**src/rtl/tcdm_bank_arbiter.sv**
```systemverilog
// Per-bank N:1 round-robin arbiter for the TCDM crossbar. Granted master IDs are
// queued in order so each bank response is routed back to the master that issued it.
module tcdm_bank_arbiter #(
  parameter  int NUM_MASTER      = 4,
  parameter  int DATA_WIDTH      = 32,
  parameter  int ADDR_WIDTH      = 32,
  parameter  int BE_WIDTH        = DATA_WIDTH / 8,
  parameter  int MAX_OUTSTANDING = 4,
  localparam int IDW             = $clog2(NUM_MASTER),
  localparam int CNTW            = $clog2(MAX_OUTSTANDING + 1)
) (
  input  logic                                  clk_i,
  input  logic                                  resetn_i,
  // master side
  input  logic [NUM_MASTER-1:0]                 mas_req_i,
  output logic [NUM_MASTER-1:0]                 mas_gnt_o,
  input  logic [NUM_MASTER-1:0][ADDR_WIDTH-1:0] mas_addr_i,
  input  logic [NUM_MASTER-1:0]                 mas_wen_i,
  input  logic [NUM_MASTER-1:0][BE_WIDTH-1:0]   mas_be_i,
  input  logic [NUM_MASTER-1:0][DATA_WIDTH-1:0] mas_data_i,
  output logic [NUM_MASTER-1:0][DATA_WIDTH-1:0] mas_r_data_o,
  output logic [NUM_MASTER-1:0]                 mas_r_valid_o,
  input  logic [NUM_MASTER-1:0]                 mas_r_ready_i,
  // bank side
  output logic                                  slv_req_o,
  input  logic                                  slv_gnt_i,
  output logic [ADDR_WIDTH-1:0]                 slv_addr_o,
  output logic                                  slv_wen_o,
  output logic [BE_WIDTH-1:0]                   slv_be_o,
  output logic [DATA_WIDTH-1:0]                 slv_data_o,
  input  logic [DATA_WIDTH-1:0]                 slv_r_data_i,
  input  logic                                  slv_r_valid_i,
  output logic                                  slv_r_ready_o,
  // status
  output logic [CNTW-1:0]                       outstanding_o,
  output logic                                  resp_err_o
);

  localparam int PTRW = (MAX_OUTSTANDING > 1) ? $clog2(MAX_OUTSTANDING) : 1;

  logic [IDW-1:0]  r_rr;
  logic [IDW-1:0]  r_fifo [MAX_OUTSTANDING];
  logic [PTRW-1:0] r_rd_ptr;
  logic [PTRW-1:0] r_wr_ptr;
  logic [CNTW-1:0] r_count;
  logic            r_resp_err;

  logic [IDW-1:0]  w_winner;
  logic            w_found;
  logic [IDW-1:0]  w_head;
  logic            w_empty;
  logic            w_full;
  logic            w_push;
  logic            w_pop;

  assign w_empty = (r_count == '0);
  assign w_full  = (r_count == CNTW'(MAX_OUTSTANDING));
  assign w_head  = r_fifo[r_rd_ptr];

  // Scan starting at the round-robin pointer, wrapping once around all masters.
  always_comb begin
    int idx;
    // NOTE: every variable gets a default before the loop so no path leaves it
    // unassigned; otherwise synthesis infers a latch.
    w_winner = '0;
    w_found  = 1'b0;
    idx      = 0;
    for (int k = 0; k < NUM_MASTER; k++) begin
      idx = int'(r_rr) + k;
      if (idx >= NUM_MASTER) idx = idx - NUM_MASTER;
      if (!w_found && mas_req_i[idx]) begin
        w_winner = IDW'(idx);
        w_found  = 1'b1;
      end
    end
  end

  // Request channel: no bypass, a full FIFO blocks even when it pops this cycle.
  assign slv_req_o  = (|mas_req_i) & ~w_full;
  assign slv_addr_o = mas_addr_i[w_winner];
  assign slv_wen_o  = mas_wen_i[w_winner];
  assign slv_be_o   = mas_be_i[w_winner];
  assign slv_data_o = mas_data_i[w_winner];
  assign w_push     = slv_req_o & slv_gnt_i;

  always_comb begin
    mas_gnt_o           = '0;
    mas_gnt_o[w_winner] = w_push;
  end

  // Response channel: routed to the oldest outstanding ID.
  assign slv_r_ready_o = ~w_empty & mas_r_ready_i[w_head];
  assign w_pop         = slv_r_valid_i & slv_r_ready_o;
  assign mas_r_data_o  = {NUM_MASTER{slv_r_data_i}};

  always_comb begin
    mas_r_valid_o         = '0;
    mas_r_valid_o[w_head] = slv_r_valid_i & ~w_empty;
  end

  always_ff @(posedge clk_i or negedge resetn_i) begin
    if (!resetn_i) begin
      r_rr       <= '0;
      r_rd_ptr   <= '0;
      r_wr_ptr   <= '0;
      r_count    <= '0;
      r_resp_err <= 1'b0;
    end else begin
      if (w_push) begin
        r_rr     <= (w_winner == IDW'(NUM_MASTER - 1)) ? '0 : w_winner + IDW'(1);
        r_wr_ptr <= (r_wr_ptr == PTRW'(MAX_OUTSTANDING - 1)) ? '0 : r_wr_ptr + PTRW'(1);
      end
      if (w_pop) begin
        r_rd_ptr <= (r_rd_ptr == PTRW'(MAX_OUTSTANDING - 1)) ? '0 : r_rd_ptr + PTRW'(1);
      end
      case ({w_push, w_pop})
        2'b10:   r_count <= r_count + CNTW'(1);
        2'b01:   r_count <= r_count - CNTW'(1);
        default: r_count <= r_count;
      endcase
      if (slv_r_valid_i && w_empty) r_resp_err <= 1'b1;
    end
  end

  // NOTE: the ID storage has no reset; entries are only read once the count says
  // they were written, so clearing them would add reset fan-out for nothing.
  always_ff @(posedge clk_i) begin
    if (w_push) r_fifo[r_wr_ptr] <= w_winner;
  end

  assign outstanding_o = r_count;
  assign resp_err_o    = r_resp_err;

endmodule

```
**config.mk**
```make
export PLATFORM = sky130hd
export DESIGN_NAME = tcdm_bank_arbiter
export DESIGN_NICKNAME = d
export VERILOG_FILES = /design/src/rtl/tcdm_bank_arbiter.sv
export SDC_FILE = /design/constraint.sdc
export NUM_CORES = 1
export LEC_CHECK = 0
export BUFFER_PORTS_ARGS = -buffer_cell sky130_fd_sc_hd__buf_2
export CORE_AREA = 2 2 207 209
export CTS_CLUSTER_DIAMETER = 30
export DETAILED_ROUTE_END_ITERATION = 10
export DIE_AREA = 0 0 209 211
export GPL_TIMING_DRIVEN = 1
export PLACE_DENSITY = 0.43
export REMOVE_ABC_BUFFERS = 1
export SLEW_MARGIN = 5
export SYNTH_ARGS = -nofsm -noshare
export SYNTH_HDL_FRONTEND = slang
export SYNTH_SLANG_ARGS = --single-unit
```
**constraint.sdc**
```tcl
create_clock -name clk_i -period 7.1 [get_ports clk_i]
set_clock_uncertainty 0.1 [all_clocks]
set_input_delay 0 -clock clk_i [delete_from_list [all_inputs] [get_ports clk_i]]
set_output_delay 0 -clock clk_i [all_outputs]
set_load 0.02 [all_outputs]
```
==> results of run 1 <==
## layer usage
metal	track usage [%]	share of wire (%)	vias to the layer above
met5	2.78	0.82	-
met4	0.468	0.34	5
met3	5.58	15	9
met2	13.6	42	289
met1	11.6	42	2002
li1	-	-	1979
## state kept, by name, indices dropped and copies added, names as in the netlist
register	flops
r_fifo	8
outstanding_o	3
r_rd_ptr	2
r_rr	2
r_wr_ptr	2
resp_err_o	1
## through the flow
step / total power [mW] / instance area, um^2 / setup WS [ps]
detailed placement: 1.71 / 5730 / 3900
CTS: 1.91 / 6150 / 3630
global route: 2.02 / 6150 / 3480
floorplan: 1.62 / 3140 / -5190
global placement: 1.70 / 5730 / 3920
finish: 1.88 / 6150 / 3730
## cell usage after synthesis (all sizes together)
cell type and number:
buf 151, inv 11, nor4 1, edfxtp 8, nor2 7, o221ai 1
a21boi 1, mux2i 210, xor2 2, dfrtp 10, a21oi 2, nand2 1
nor2b 1, clkbuf 3, or3b 1, a31oi 1, mux2 6, o22ai 2
mux4 2, fa 1, o31a 1, a211oi 1, nor3 1, a21o 2
xnor2 1, nand2b 1, ha 10, and3 8, o21ai 1, and2 1
nand4b 1
## critical path, stage by stage, from the launching register on
cell and delay (ps):
dfrtp_1 460, a21o_1 140, a21oi_1 90, o22ai_4 770, buf_4 530, buf_4 540
mux2i_1 260, buf_2 190
## power by group
group          leakage (nW)  internal, mW  switching [mW]  total [mW]
logic                  3.28         0.620           0.950        1.57
registers             0.190         0.157          0.0389       0.196
clock network        0.0382        0.0762          0.0379       0.114
## cell type report
| type | count | area, um^2 |
|---|---|---|
| Antenna cell | 1 | 2.50 |
| Clock buffer | 4 | 78.8 |
| Fill cell | 4766 | 35600 |
| Inverter | 11 | 41.3 |
| Multi-Input combinational cell | 267 | 2640 |
| Sequential cell | 18 | 490 |
| Tap cell | 539 | 674 |
| Timing Repair Buffer | 407 | 2230 |
## timing repair
item                                   in CTS  in global routing
hold buffers                               34                  0
setup endpoints to repair                   0                  0
endpoints found under the hold margin     139                  0
## final timing paths
check                                       start                       to  slack, ps  cells past startpoint
setup reg to reg              r_rr[1]$_DFFE_PN0P_      r_rr[1]$_DFFE_PN0P_       4150                      6
hold reg to reg            resp_err_o$_DFFE_PN0P_   resp_err_o$_DFFE_PN0P_        350                      1
min in group asynchronous                resetn_i  r_wr_ptr[0]$_DFFE_PN0P_         80                      2
hold / removal                          slv_gnt_i      r_rr[0]$_DFFE_PN0P_         40                      3
max in group asynchronous                resetn_i  r_wr_ptr[1]$_DFFE_PN0P_       6590                      2
setup / recovery              r_rr[1]$_DFFE_PN0P_           slv_data_o[27]       3730                      7
## cell families after synthesis
family | after synthesis | share of synthesized area [%]
compound gates | 12 | 2.04
xor+xnor | 3 | 0.613
fa+ha+maj | 11 | 3.38
buf+inv | 165 | 27.8
flops | 18 | 11.4
mux | 218 | 51.8
simple gates | 23 | 2.98
==> metrics.md, run 1 <==
| Metric | Value |
|---|---|
| Status | `finished clean` |
| Total Routing Usage GR | `9.20%` |
| Slew headroom | `11.1%` |
| Initial Util | `10.3%` |
| CTS tree | `yes` |
| Antenna viol nets, final | `0` |
| Max Cap Violations | `0` |
| Initial antenna violation count | `3` |
| Yosys cell types | `37` |
| Startpoint types | `register` |
| Mapped Cells | `450` |
| I/O pin cnt | `531` |
| RSZ-0062 raised after global routing | `false` |
| Area grow syn2layout | `43.5%` |
| Final Setup Violations | `0` |
| Final design utilization | `14.7%` |
| Ranking of synthesized cells by area | `mux2i_1, buf_4, dfrtp_1` |
| Die height | `211 um` |
| TNS Setup | `0 ps` |
| Clk pin slew, worst setup/hold paths | `60 ps` |
| WL/cell | `17.7 um` |
| Min cycle time layout | `3370 ps` |
| Power Dens Cells | `305 mW/mm^2` |
| Share of cells above drive strength 1 | `54.2%` |
| CTS-repair resized insts | `0` |
| DP Cell Count | `1208` |
| Vias per cell | `3.44` |
| Vias in the first global route | `4300` |
| Clk_lat worst skew | `250 ps` |
| CTS Sinks | `18` |
| Total grt overflow | `0` |
| Post-CTS setup buffers | `0` |
| Peak supply drop | `0.000149 V` |
| Placement Rows | `75` |
| Die X | `209 um` |
| Worst EP required | `7000 ps` |
| Kind of critical path | `register to primary output` |
| Max-slew violations | `0` |
| Core ar. | `0.0418 mm^2` |
| Hold Worst Slack | `44.7 ps` |
| Detailed Route WL | `22.1 mm` |
| Most frequent cells in the layout | `buf_2, mux2i_1, dlygate4sd3_1, ha_1, dfrtp_1` |
| # DRC | `0` |
| Final HPWL DP | `19.1 mm` |
| Min-Delay Path Class | `input port to register` |
| Synthesized cell area | `0.00429 mm^2` |
| Final Cycle Share | `47.4%` |
| Sequential cell area fraction in the yosys report | `11.4%` |
| FF+latch count, synth | `18` |
| TritonCTS buffer count | `3` |
| Port Buffers | `370` |
| Post-synth top area share | `48.8%` |
| Global-route wire length before repair | `29.4 mm` |
| Largest net degree at the start of global routing | `136` |
| H-tree Lvls | `1` |
| F_max | `297 MHz` |
| Synth warnings | `0` |
| CTS Root Cell | `clkbuf_16` |
| Most common cell after layout, fill and taps aside | `buf_2` |
| Fin. Hold Viols | `0` |
| Initial drt markers | `162` |
| Endpoint class of the critical path | `primary output` |
| Static Leakage | `3.51 nW` |
| Maximum clock insertion buffer count | `2` |
| Placer Congestion | `0.837` |
| Crit-path max FO | `31` |
| Final net count | `1039` |
| Routed vias | `4284` |
| Die footprint | `0.0441 mm^2` |
| Layout Cells excl Fill | `1247` |
| Critical path arrival | `3270 ps` |
| Slew @ Worst Pin | `1330 ps` |
| Syn Area/Cell | `9.53 um^2` |
| Post-synth top area cell | `mux2i_1` |
| Router iterations before antenna repair | `4` |
(Power assumes the default switching activity.)
==> inputs of run 2 (changes only) <==
--- a/config.mk
+++ b/config.mk
@@ -6,12 +6,12 @@
 export NUM_CORES = 1
 export LEC_CHECK = 0
 export BUFFER_PORTS_ARGS = -buffer_cell sky130_fd_sc_hd__buf_2
-export CORE_AREA = 2 2 207 209
+export CORE_AREA = 2 2 204 206
 export CTS_CLUSTER_DIAMETER = 30
 export DETAILED_ROUTE_END_ITERATION = 10
-export DIE_AREA = 0 0 209 211
+export DIE_AREA = 0 0 206 208
 export GPL_TIMING_DRIVEN = 1
-export PLACE_DENSITY = 0.43
+export PLACE_DENSITY = 0.45
 export REMOVE_ABC_BUFFERS = 1
 export SLEW_MARGIN = 5
 export SYNTH_ARGS = -nofsm -noshare
==> constraint.sdc (replaced) <==
create_clock -name clk_i -period 2.85 [get_ports clk_i]
set_clock_uncertainty 0.1 [all_clocks]
set_input_delay 0 -clock clk_i [delete_from_list [all_inputs] [get_ports clk_i]]
set_output_delay 0 -clock clk_i [all_outputs]
set_load 0.02 [all_outputs]
==> run 2 against run 1 <==
Clock power up 150%. Routed wire length is 3.5% higher. Combinational power rose to 2.6 times the previous value. Flip-flop and latch count did not move. Core utilization up 0.80 points. Critical path depth grew 2. Via count hardly changed. Worst setup slack got worse by 3600 ps. Worst hold slack got worse by 28 ps. Count of clock-buffer cells in the layout down 1. Register-to-register slack got worse by 4000 ps.
==> metrics.md, run 2 (synthesis gave the netlist of run 1 again) <==
| Metric | Value |
|---|---|
| WL/cell | `18.2 um (was 17.7 um)` |
| Final net count | `1053 (was 1039)` |
| Die footprint | `0.0428 mm^2 (was 0.0441 mm^2)` |
| Share of cells above drive strength 1 | `55.3% (was 54.2%)` |
| Total grt overflow | `0 (unchanged)` |
| Initial Util | `10.6% (was 10.3%)` |
| TNS Setup | `0 ps (unchanged)` |
| Area grow syn2layout | `46.9% (was 43.5%)` |
| Peak supply drop | `0.000228 V (was 0.000149 V)` |
| Endpoint class of the critical path | `register (was primary output)` |
| Final Cycle Share | `94.1%` |
| Most frequent cells in the layout | `buf_2, mux2i_1, dlygate4sd3_1, buf_4, ha_1 (was buf_2, mux2i_1, dlygate4sd3_1, ha_1, dfrtp_1)` |
| Met1 Use GR | `12.6% (was 11.6%)` |
| Power Dens Cells | `775 mW/mm^2 (was 305 mW/mm^2)` |
| Total Routing Usage GR | `9.93% (was 9.20%)` |
| Critical-path top delay cell | `mux4_2 (was o22ai_4)` |
| Hold Worst Slack | `16.9 ps (was 44.7 ps)` |
| Static Leakage | `3.59 nW (was 3.51 nW)` |
| Final design utilization | `15.5% (was 14.7%)` |
| Status | `finished clean (unchanged)` |
| Die X | `206 um (was 209 um)` |
| Most common cell after layout, fill and taps aside | `buf_2 (unchanged)` |
| Worst EP required | `2920 ps (was 7000 ps)` |
| Slew @ Worst Pin | `1270 ps (was 1330 ps)` |
| H-tree Lvls | `1 (unchanged)` |
| # DRC | `0 (unchanged)` |
| I/O pin cnt | `531 (unchanged)` |
| Cell Area, Placed | `0.00588 mm^2 (was 0.00573 mm^2)` |
| Max reg flops | `8 (unchanged)` |
| Placement Rows | `74 (was 75)` |
| Maximum clock insertion buffer count | `2 (unchanged)` |
| Vias in the first global route | `4524 (was 4300)` |
| Router iterations before antenna repair | `4 (unchanged)` |
| Vias per cell | `3.41 (was 3.44)` |
| Initial drt markers | `208 (was 162)` |
| Final Setup Violations | `0 (unchanged)` |
| Critical Path, Cell by Cell | `mux4_2 > mux2i_2 > o22ai_2 > ha_1 > inv_1 > fa_1 > xor2_1 > nor2_1 > xor2_1 (was a21o_1 > a21oi_1 > o22ai_4 > buf_4 > buf_4 > mux2i_1 > buf_2)` |
| CTS Sinks | `18 (unchanged)` |
| F_max | `373 MHz` |
| Cell area after layout | `0.00630 mm^2 (was 0.00615 mm^2)` |
| Global-route wire length before repair | `30.8 mm (was 29.4 mm)` |
| Biggest register | `r_fifo (unchanged)` |
| Reg2Reg Depth | `9 (was 6)` |
| Worst path max stage delay | `590 ps (was 770 ps)` |
| Startpoint types | `register (unchanged)` |
| Port Buffers | `370 (unchanged)` |
| Initial antenna violation count | `2 (was 3)` |
| Hold Path Stages | `3 (unchanged)` |
| Min cycle time layout | `2680 ps` |
| RSZ-0062 raised after global routing | `false (unchanged)` |
| Final HPWL DP | `20.1 mm (was 19.1 mm)` |
| Pwr Total | `4.88 mW (was 1.88 mW)` |
| Max Cap Violations | `0 (unchanged)` |
| Busiest grt layer | `met2 (unchanged)` |
| Crit-path max FO | `5 (was 31)` |
| Fin. Hold Viols | `0 (unchanged)` |
| Fill cells | `4669 (was 4766)` |
| Clk pin slew, worst setup/hold paths | `50 ps (was 60 ps)` |
| Met3 GRT Util | `6.64% (was 5.58%)` |
| CTS tree | `yes (unchanged)` |
| Detailed Route WL | `22.9 mm (was 22.1 mm)` |
| CTS Root Cell | `clkbuf_16 (unchanged)` |
| Max-slew violations | `0 (unchanged)` |
| FF+latch area | `492 um^2 (was 490 um^2)` |
| Largest net degree at the start of global routing | `53 (was 136)` |
| Footprint of the multi-input gates | `0.00264 mm^2 (about the same)` |
| Critical path arrival | `2750 ps (was 3270 ps)` |
| Routed vias | `4283 (was 4284)` |
| Clk_lat worst skew | `250 ps (about the same)` |
| Kind of critical path | `register to register (was register to primary output)` |
| Min-Delay Path Class | `input port to register (unchanged)` |
| GRT met2 Usage | `14.0% (was 13.6%)` |
| Die height | `208 um (was 211 um)` |
| TritonCTS buffer count | `3 (unchanged)` |
| Slew headroom | `14.9% (was 11.1%)` |
| Antenna viol nets, final | `0 (unchanged)` |
| Core ar. | `0.0406 mm^2 (was 0.0418 mm^2)` |
| Placer Congestion | `0.827 (was 0.837)` |
| Post-CTS setup buffers | `0 (unchanged)` |
| Most frequent CP cell | `xor2_1 (was buf_4)` |
-- run 2: layout make-up --
class	count	area share, %
diodes	2	0.0794
clock buffers	3	1.19
clock inverters	1	0.0596
inverters	11	0.655
multi-input cells	267	41.8
flip-flops and latches	18	7.80
well taps	532	10.6
repair buffers	421	37.8
-- run 2: stage by stage --
stage / setup slack (ps) / instances
4_1_cts: 88.7 / 1253
5_1_grt: 10.4 / 1253
3_5_place_dp: 137 / 1215
3_3_place_gp: 147 / 1215
2_1_floorplan: -9440 / 296
6_report: 169 / 1255
-- run 2: report_power, final --
group          switching (mW)  internal (mW)  total [mW]
clock                  0.0944          0.186       0.281
sequential             0.0996          0.392       0.491
combinational            2.44           1.67        4.11
total                    2.63           2.25        4.88
-- run 2: worst max-delay path: cells and delay by family, from the launching register on --
family,cells,cell delay [ps]
adder cells (fa/ha/maj),2,590
multiplexers,2,790
flip-flops,1,420
AND/OR/NAND/NOR,1,110
buffers and inverters,1,60
XOR/XNOR,2,310
AO/OA/AOI/OAI,1,220
-- run 2: repair_timing --
item                                    4_1_cts  5_1_grt
endpoints found under the setup margin        0        1
resized for setup                             0        2
hold buffers                                 34        0
endpoints found under the hold margin       139        0
-- run 2: path summary, 6_finish.rpt --
path | start | to | slack (ps)
setup / recovery | r_rd_ptr[0]$_DFFE_PN0P_ | outstanding_o[2]$_DFFE_PN0P_ | 170
setup reg to reg | r_rd_ptr[0]$_DFFE_PN0P_ | outstanding_o[2]$_DFFE_PN0P_ | 170
min in group asynchronous | resetn_i | outstanding_o[0]$_DFFE_PN0P_ | 50
max in group asynchronous | resetn_i | r_rd_ptr[0]$_DFFE_PN0P_ | 2380
hold / removal | slv_gnt_i | r_rr[0]$_DFFE_PN0P_ | 20
hold reg to reg | resp_err_o$_DFFE_PN0P_ | resp_err_o$_DFFE_PN0P_ | 350
-- run 2: metal layers --
metal	wire length [um]	vias up
met3	3620	16
met1	9740	1955
met4	133	6
met2	9210	293
met5	184	-
li1	-	2013
